File: src/rtl/mul_pkg.sv
// Shared types and helpers for the iterative array multiplier.
// Holds the control FSM encoding and the RUN-cycle count helper.
package mul_pkg;

    typedef enum logic [1:0] {
        IDLE = 2'd0,
        RUN  = 2'd1,
        DONE = 2'd2
    } state_t;

    // Number of RUN cycles needed to sweep every multiplier bit.
    function automatic int calc_n(input int width, input int rows_per_cycle);
        return width / rows_per_cycle;
    endfunction

endpackage

File: src/rtl/mul_iter_array_if.sv
// Operand/result handshake bundle for mul_iter_array.
// master = producer/consumer side, slave = the multiplier.
interface mul_iter_array_if #(
    parameter int WIDTH = 64
);
    import mul_pkg::*;

    // Handshakes: a transfer happens on a rising clk edge where valid && ready;
    // valid may not depend combinationally on ready, and flush overrides both.
    logic                 in_valid;
    logic                 in_ready;
    logic [WIDTH-1:0]     srca;
    logic [WIDTH-1:0]     srcb;
    logic                 sign_a;
    logic                 sign_b;
    logic                 flush;
    logic                 out_valid;
    logic                 out_ready;
    logic [2*WIDTH-1:0]   result;

    modport master (
        output in_valid, srca, srcb, sign_a, sign_b, flush, out_ready,
        input  in_ready, out_valid, result
    );

    modport slave (
        input  in_valid, srca, srcb, sign_a, sign_b, flush, out_ready,
        output in_ready, out_valid, result
    );

endinterface

File: src/rtl/mul_row_adder.sv
// Combinational step of the array multiplier: folds ROWS_PER_CYCLE shifted
// AND partial-product rows into the running accumulator.
module mul_row_adder
    import mul_pkg::*;
#(
    parameter int WIDTH          = 64,
    parameter int ROWS_PER_CYCLE = 4
) (
    input  logic [2*WIDTH-1:0]           acc,
    input  logic [WIDTH-1:0]             mag_a,
    input  logic [ROWS_PER_CYCLE-1:0]    b_slice,
    input  logic [$clog2(WIDTH+1)-1:0]   row_idx,
    output logic [2*WIDTH-1:0]           acc_next
);
    localparam int CNT_W = $clog2(WIDTH + 1);

    always_comb begin
        acc_next = acc;
        for (int j = 0; j < ROWS_PER_CYCLE; j++) begin
            acc_next = acc_next +
                ({{WIDTH{1'b0}}, mag_a & {WIDTH{b_slice[j]}}} << (row_idx + CNT_W'(j)));
        end
    end

endmodule

File: src/rtl/mul_iter_array.sv
// Iterative signed/unsigned multiplier: sign-magnitude operands, WIDTH/ROWS_PER_CYCLE
// accumulate cycles, then the product is held until the consumer takes it.
module mul_iter_array
    import mul_pkg::*;
#(
    parameter int WIDTH          = 64,
    parameter int ROWS_PER_CYCLE = 4
) (
    input  logic                  clk,
    input  logic                  rst,
    mul_iter_array_if.slave       bus,
    output state_t                dbg_state
);
    localparam int CNT_W = $clog2(WIDTH + 1);
    localparam int N     = calc_n(WIDTH, ROWS_PER_CYCLE);
    localparam logic [CNT_W-1:0] LAST_ROW = CNT_W'((N - 1) * ROWS_PER_CYCLE);
    localparam logic [CNT_W-1:0] ROW_STEP = CNT_W'(ROWS_PER_CYCLE);

    if (WIDTH < 4 || ROWS_PER_CYCLE < 1 || (WIDTH % ROWS_PER_CYCLE) != 0) begin : g_bad_params
        $error("mul_iter_array: ROWS_PER_CYCLE must divide WIDTH and WIDTH must be >= 4");
    end

    state_t               state;
    state_t               state_next;
    logic [WIDTH-1:0]     mag_a;
    logic [WIDTH-1:0]     mag_b;
    logic                 neg;
    logic [2*WIDTH-1:0]   acc;
    logic [2*WIDTH-1:0]   acc_next;
    logic [CNT_W-1:0]     row_cnt;
    logic [2*WIDTH-1:0]   result_q;
    logic                 a_neg;
    logic                 b_neg;
    logic                 last_row;

    // Negating -2^(WIDTH-1) wraps to 2^(WIDTH-1), which is the correct unsigned magnitude.
    assign a_neg    = bus.sign_a & bus.srca[WIDTH-1];
    assign b_neg    = bus.sign_b & bus.srcb[WIDTH-1];
    assign last_row = (row_cnt == LAST_ROW);

    mul_row_adder #(
        .WIDTH          (WIDTH),
        .ROWS_PER_CYCLE (ROWS_PER_CYCLE)
    ) u_row_adder (
        .acc      (acc),
        .mag_a    (mag_a),
        .b_slice  (mag_b[row_cnt +: ROWS_PER_CYCLE]),
        .row_idx  (row_cnt),
        .acc_next (acc_next)
    );

    always_comb begin
        state_next = state;
        if (bus.flush) begin
            state_next = IDLE;
        end else begin
            case (state)
                IDLE:    if (bus.in_valid)  state_next = RUN;
                RUN:     if (last_row)      state_next = DONE;
                DONE:    if (bus.out_ready) state_next = IDLE;
                default:                    state_next = IDLE;
            endcase
        end
    end

    always_ff @(posedge clk) begin
        if (rst) begin
            state    <= IDLE;
            mag_a    <= '0;
            mag_b    <= '0;
            neg      <= 1'b0;
            acc      <= '0;
            row_cnt  <= '0;
            result_q <= '0;
        end else begin
            state <= state_next;
            if (!bus.flush) begin
                if (state == IDLE && bus.in_valid) begin
                    mag_a   <= a_neg ? -bus.srca : bus.srca;
                    mag_b   <= b_neg ? -bus.srcb : bus.srcb;
                    neg     <= a_neg ^ b_neg;
                    acc     <= '0;
                    row_cnt <= '0;
                end else if (state == RUN) begin
                    acc     <= acc_next;
                    row_cnt <= row_cnt + ROW_STEP;
                    if (last_row) begin
                        result_q <= neg ? -acc_next : acc_next;
                    end
                end
            end
        end
    end

    assign bus.in_ready  = (state == IDLE);
    assign bus.out_valid = (state == DONE);
    assign bus.result    = result_q;
    assign dbg_state     = state;

endmodule

File: src/flat_wrapper.sv
// flat-port wrapper written by rule: the top's interface ports become plain ports
module mul_iter_array_flat import mul_pkg::*;
#(
    parameter int WIDTH          = 64,
    parameter int ROWS_PER_CYCLE = 4
)
  (clk, rst, dbg_state, bus_in_valid, bus_srca, bus_srcb, bus_sign_a, bus_sign_b, bus_flush, bus_out_ready, bus_in_ready, bus_out_valid, bus_result);
  mul_iter_array_if #(.WIDTH(WIDTH)) bus_i ();
  input  logic clk;
  input  logic rst;
  output state_t dbg_state;
  input wire logic [$bits(bus_i.in_valid)-1:0] bus_in_valid;
  input wire logic [$bits(bus_i.srca)-1:0] bus_srca;
  input wire logic [$bits(bus_i.srcb)-1:0] bus_srcb;
  input wire logic [$bits(bus_i.sign_a)-1:0] bus_sign_a;
  input wire logic [$bits(bus_i.sign_b)-1:0] bus_sign_b;
  input wire logic [$bits(bus_i.flush)-1:0] bus_flush;
  input wire logic [$bits(bus_i.out_ready)-1:0] bus_out_ready;
  output wire logic [$bits(bus_i.in_ready)-1:0] bus_in_ready;
  output wire logic [$bits(bus_i.out_valid)-1:0] bus_out_valid;
  output wire logic [$bits(bus_i.result)-1:0] bus_result;
  assign bus_i.in_valid = bus_in_valid;
  assign bus_i.srca = bus_srca;
  assign bus_i.srcb = bus_srcb;
  assign bus_i.sign_a = bus_sign_a;
  assign bus_i.sign_b = bus_sign_b;
  assign bus_i.flush = bus_flush;
  assign bus_i.out_ready = bus_out_ready;
  assign bus_in_ready = bus_i.in_ready;
  assign bus_out_valid = bus_i.out_valid;
  assign bus_result = bus_i.result;
  mul_iter_array #(.WIDTH(WIDTH), .ROWS_PER_CYCLE(ROWS_PER_CYCLE)) u_core (.clk(clk), .rst(rst), .bus(bus_i), .dbg_state(dbg_state));
endmodule
File: config.mk
export PLATFORM = sky130hd
export DESIGN_NAME = mul_iter_array_flat
export DESIGN_NICKNAME = d
export VERILOG_FILES = /design/src/rtl/mul_pkg.sv /design/src/rtl/mul_iter_array_if.sv /design/src/rtl/mul_row_adder.sv /design/src/rtl/mul_iter_array.sv /design/src/flat_wrapper.sv
export SDC_FILE = /design/constraint.sdc
export NUM_CORES = 2
export LEC_CHECK = 0
export ABC_CLOCK_PERIOD_IN_PS = 17100
export CAP_MARGIN = 10
export CORE_MARGIN = 10
export CORE_UTILIZATION = 49
export CTS_BUF_LIST = sky130_fd_sc_hd__clkbuf_4
export DETAILED_ROUTE_END_ITERATION = 6
export PLACE_DENSITY = 0.73
export SYNTH_ARGS = -nofsm -noshare
export SYNTH_HDL_FRONTEND = slang
export SYNTH_SLANG_ARGS = --single-unit
File: constraint.sdc
create_clock -name clk -period 17.1 [get_ports clk]
set_input_delay 2.565 -clock clk [delete_from_list [all_inputs] [get_ports clk]]
set_output_delay 2.565 -clock clk [all_outputs]
set_load 0.03 [all_outputs]
**Word level (Yosys, flattened, before mapping)**

Index checks and enable logic that the tools add are counted.

- Output and inout port bits: 132
- Word-level logic and storage cells: 57
- Input bits: 135
- Register bits: 394

- Bitwise operators: 9
- Muxes and demuxes: 11
- Shift-type cells: 5
- Equality and inequality tests: 6
- Reductions and logical operators: 8
- Add/sub/neg operators: 11

Operator list:

| kind | count |
|---|---|
| 128-bit adder | 4 |
| 64-bit by 7-bit << shifter with 128-bit output | 4 |
| 128-bit 2-to-1 mux | 3 |
| 64-bit bitwise AND | 4 |
| 64-bit 2-to-1 mux | 2 |
| 128-bit negation | 1 |
| 64-bit negation | 2 |
| 64-bit by 8-bit indexed part select with 4-bit output | 1 |
| 7-bit by 2-bit adder with 7-bit output, second input constant | 2 |
| 7-bit 2-to-1 mux | 2 |
| 7-bit by 1-bit adder with 7-bit output, second input constant | 1 |
| 7-bit by 3-bit adder with 7-bit output, second input constant | 1 |
| 7-bit by 6-bit == test with 1-bit output, second input constant | 1 |
| 2-bit 2-to-1 mux | 3 |
| 2-bit case mux with 3 select lines | 1 |
| 2-bit inequality test, second input constant | 2 |
| 2-bit AND reduction | 2 |
| 4-bit AND reduction | 1 |
| 3-bit AND reduction | 1 |
| 1-bit bitwise AND | 2 |
| 2-bit by 1-bit == test with 1-bit output, second input constant | 1 |
| 2-bit == test, second input constant | 1 |
| 2-bit logical NOT | 1 |
| 2-bit by 1-bit inequality test with 1-bit output, second input constant | 1 |
| other kinds (5) | 6 |

**Logic depth before layout (Yosys ltp)**

- Depth after elaboration: 9
- Mapped depth: 37

**Cells and area by module**

A second synthesis with hierarchy kept.

- Cell total of the unflattened synthesis: 8225
- Area total of the unflattened synthesis: 59114.2 um^2

By module, submodules not included:

| module | area an instance (um^2) | times used | cells each | seq. area each (um^2) |
|---|---|---|---|---|
| mul_row_adder | 38330.5 | 1 | 5690 | 0.0 |
| mul_iter_array | 20783.7 | 1 | 2535 | 7847.5 |

**Worst setup path before layout**

Ideal clock, no wire load.

- Kind: flip-flop to flip-flop
- Start point: register u_core.row_cnt[2]
- End point: register u_core.result_q[120], in the netlist u_core.bus.result[120]
- Library setup time: 0.133 ns
- Arrival time: 9.733 ns
- Cell stages (with the launch flop): 33
- Required time: 16.967 ns
- Setup slack: 7.234 ns
- Cell sequence: dfxtp_1 -> clkbuf_1 -> buf_1 -> clkbuf_1 -> buf_1 -> clkbuf_1 -> clkbuf_1 -> o21ai_0 -> mux2_2 -> o21ai_0 -> nor2_1 -> fa_1 -> fa_1 -> inv_1 -> fa_1 -> inv_1 -> ha_1 -> clkbuf_1 -> nand2_1 -> o21ai_0 -> o2111ai_1 -> a31o_2 -> o311ai_0 -> a31oi_4 -> xnor2_1 -> or4_4 -> or4_4 -> or2_1 -> buf_2 -> or3_1 -> nor3_2 -> mux2i_1 -> a31oi_1

- Cells in the longest elaborated chain, start to end: 9
- Elaborated cells on any way between the ends: 20
- Those cells by class: add/sub (8); eq/ne (1); shift (5); mux (1); bitwise (4); reduce/logical (1)

Ends and longest elaborated chain:

| element | line | text |
|---|---|---|
| start, declared | mul_iter_array.sv:30 | `logic [CNT_W-1:0] row_cnt;` |
| start signal, assigned | mul_iter_array.sv:86 | `row_cnt <= row_cnt + ROW_STEP;` |
| 64-bit by 8-bit indexed part select with 4-bit output | mul_iter_array.sv:47 | `.b_slice (mag_b[row_cnt +: ROWS_PER_CYCLE]),` |
| 64-bit bitwise AND | mul_row_adder.sv:21 | `({{WIDTH{1'b0}}, mag_a & {WIDTH{b_slice[j]}}} << (row_idx + CNT_W'(j)));` |
| 64-bit by 7-bit << shifter with 128-bit output | mul_row_adder.sv:21 |  |
| 128-bit adder (4 in a row) | mul_row_adder.sv:20 | `acc_next = acc_next +` |
| 128-bit negation | mul_iter_array.sv:88 | `result_q <= neg ? -acc_next : acc_next;` |
| 128-bit 2-to-1 mux | mul_iter_array.sv:88 |  |
| end signal, assigned | mul_iter_array.sv:88 |  |
| end, declared | mul_iter_array.sv:31 | `logic [2*WIDTH-1:0] result_q;` |

Parallel ways exist; a longest one is shown, timed or not.
A chain may end at the register's enable or synchronous reset.

**Worst setup path after layout**

- Start point: register u_core.row_cnt[2]
- End point: register u_core.result_q[125], in the netlist u_core.bus.result[125]

Same word-level chain as after synthesis.

==> results.json <==
{
  "initialDrtViolationCount": 5705,
  "die_h_um": 325,
  "dp_cells": 7289,
  "combPwrFrac_pct": 23.8,
  "fin_crit_ns": 11.88,
  "final-seq-area_um2": 7870,
  "viasPerCell": 6.13,
  "grt_use_total_pct": 31.9,
  "wl_per_cell_um": 23.6,
  "leakage_nw": 19.5,
  "cts_buffers": 108,
  "p_seq_share_pct": 39.1,
  "drive_gt1_share_pct": 6.67,
  "clkSlewWorstSetupHoldPaths_ns": 0.07,
  "worst-slew-pin-transition_ns": 1.27,
  "total_power_mw": 2.46,
  "grt_pass1_wl_um": 265000,
  "io_pins": 267,
  "pwr_density_cell_nw_per_um2": 48.8,
  "rsz0062_at_grt": "false",
  "p_switching_mw": 0.863,
  "finClkSkew_ns": 0.0720,
  "gp_congestion": 1.07,
  "yosysSeqAreaShare_pct": 17.2,
  "maxSlewHeadroom_pct": 14.7,
  "outcome": "finished with violations",
  "ys_async_sr_fraction_pct": 0,
  "path_buf_inv": 4,
  "synthTopCellsByArea": "dfxtp_1 (17%), fa_1 (17%), nor2_1 (8.7%)",
  "dp_hpwl_um": 142000,
  "cts_buffer_depth": 3,
  "root_buffer": "clkbuf_4",
  "critPathCaptureType": "flip-flop",
  "antenna_left": 0,
  "crit_fanout": 90,
  "die_w_um": 325,
  "synth.top_cells.by_count": "nor2_1 (1064), inv_1 (593), nand2_1 (478), dfxtp_1 (392), fa_1 (378)",
  "dr.pass1.iters": 7,
  "cts_tree": "yes",
  "crit_required_ns": 17.97,
  "fill_cells": 8940,
  "final-hold-violation-count": 0,
  "io_buffers": 266,
  "power.internal_mw": 1.60,
  "fin_setup_tns_ns": 0,
  "cts-resized-gates": 0,
  "syn_to_final_growth_pct": 10.3,
  "synth_area_um2": 45700,
  "htreeDepth": 3,
  "p_sw_share_pct": 35.1,
  "holdPathStages": 2,
  "grt_overflow": 0,
  "final_util_pct": 54.8,
  "slowest_delay_ns": 0.85,
  "syn_area_per_cell_um2": 7.51,
  "synth_area_leader_cell": "dfxtp_1",
  "synth_edf_count": 0,
  "slowest_stage": "buf_4",
  "worstSkewPairLatency_ns": 1.04,
  "start_kind": "flip-flop",
  "route.detailed.drc": 1,
  "fmax_ghz": 0.0842,
  "num_vias": 45800,
  "finalInstanceArea_um2": 50400,
  "critPathTopFamily": "simple AND/OR/NAND/NOR gates",
  "synth_top_area_share_pct": 17.2,
  "fin_nets": 6802,
  "cap_violations": 0,
  "ys.flop_type": "dfxtp_1",
  "coreArea_um2": 92100,
  "ys_ff_latch": 392,
  "grt_start_max_net_pins": 117,
  "netlist_instances": 6088,
  "grt_pass1_vias": 43100,
  "placed_cell_area_um2": 49100,
  "postRouteWirelength_um": 176000,
  "cts_sinks": 392,
  "maxSlewViolCount": 0,
  "setup-violations-final": 0,
  "fin_crit_sh_pct": 69.5,
  "violations": "design-rule violations",
  "die-area_um2": 106000,
  "ys_types": 110,
  "ctsHoldBuffers": 0,
  "start_util_pct": 49.7,
  "hold_path_class": "flip-flop to flip-flop",
  "r2r_cells": 29,
  "p_clk_share_pct": 37.0,
  "antenna_found_initial": 6,
  "cp_data_arrival_time_ns": 12.75,
  "path_depth": 29,
  "multiInputGateArea_um2": 34300,
  "std_cell_rows": 111,
  "peakVddDrop_uv": 38.9,
  "synth_most_common_cell": "nor2_1",
  "ys_warn_count": 0,
  "final_cells": 7478,
  "crit_type": "flip-flop to flip-flop",
  "post_cts_buffers": 0
}
==> power by group through the flow <==
stage	Clock [mW]	Combinational, mW	Sequential [mW]
finish	0.911	0.586	0.962
global route	0.976	0.635	0.964
CTS	0.932	0.574	0.961
detailed placement	0	0.572	0.981
global placement	0	0.565	0.980
floorplan	0	0.388	0.969
==> cell type report <==
class	instances	area share [%]
multi-input cells	4732	67.9
flip-flops and latches	392	15.6
repair buffers	328	6.22
inverters	594	4.42
well taps	1243	3.08
clock buffers	148	2.20
clock inverters	40	0.536
diodes	1	0.00496
==> metal layers <==
| layer | wire, um | share of wire [%] | vias up | GRT usage, % |
|---|---|---|---|---|
| met5 | 40 | 0.023 | - | 0 |
| met4 | 7280 | 4.1 | 6 | 12.7 |
| met3 | 21400 | 12 | 351 | 9.64 |
| met2 | 70300 | 40 | 2534 | 44.2 |
| met1 | 77400 | 44 | 21800 | 45.4 |
| li1 | - | - | 21200 | - |
==> worst register-to-register path: cells and delay by family (launching register included) <==
| family | cells | cell delay (ns) |
|---|---|---|
| DFF | 1 | 0.56 |
| adders and majority gates | 4 | 2.14 |
| AOI/OAI and AO/OA | 6 | 1.45 |
| buffers and inverters | 4 | 1.69 |
| and+or+nand+nor | 13 | 5.39 |
| xor gates and xnor gates | 2 | 0.50 |
==> layout by cell type, fill, tap and decap left out, types with 88 or more instances in the layout <==
master              n
a21oi_1           365
ha_1              133
nor3_1            117
o21ai_0           270
xor2_1            155
nor2_1           1062
a211oi_1          212
a22oi_1           139
fa_1              378
dfxtp_1           387
inv_1             593
nand4_1            98
xnor2_1           169
mux2i_1            95
clkdlybuf4s50_1   265
nand3_1            88
nand2_1           478
clkbuf_4          148
==> worst paths after layout <==
check                           slack [ns]                                from                             endpoint
worst max register to register        5.22      u_core.row_cnt[2]$_SDFFE_PP0P_  u_core.bus.result[125]$_SDFFE_PP0P_
worst max-delay path                  5.22      u_core.row_cnt[2]$_SDFFE_PP0P_  u_core.bus.result[125]$_SDFFE_PP0P_
worst min register to register        0.45  u_core.bus.result[44]$_SDFFE_PP0P_   u_core.bus.result[44]$_SDFFE_PP0P_
worst min-delay path                  0.45  u_core.bus.result[44]$_SDFFE_PP0P_   u_core.bus.result[44]$_SDFFE_PP0P_
==> kinds of logic (layout without fill, tap and decap cells) <==
kind of cell | count (synthesis) | after routing | synth area share, %
flip-flops | 392 | 392 | 17.2
XOR/XNOR | 324 | 324 | 6.21
buffers and inverters | 972 | 1110 | 8.09
other | 2 | 11 | 0.0164
AND/OR/NAND/NOR | 2256 | 2256 | 22.6
adder cells (fa/ha/maj) | 511 | 511 | 20.2
AO/OA/AOI/OAI | 1471 | 1471 | 21.5
multiplexers | 160 | 160 | 4.30
==> registers in the layout, summed over array words and instances (netlist names) <==
name               cells
u_core.row_cnt         5
u_core.acc           128
u_core.mag_b          64
u_core.neg             1
u_core.mag_a          64
u_core.dbg_state       2
u_core.bus.result    128
==> stage by stage <==
| stage | setup slack, ns | hold slack [ns] |
|---|---|---|
| after detailed placement | 5.65 | 0.444 |
| after global placement | 5.23 | 0.438 |
| after global routing | 4.63 | 0.468 |
| after CTS | 5.62 | 0.452 |
| final | 5.22 | 0.448 |
| after floorplan | 7.23 | 0.429 |
Note: power is estimated with default switching activity, not from simulation.
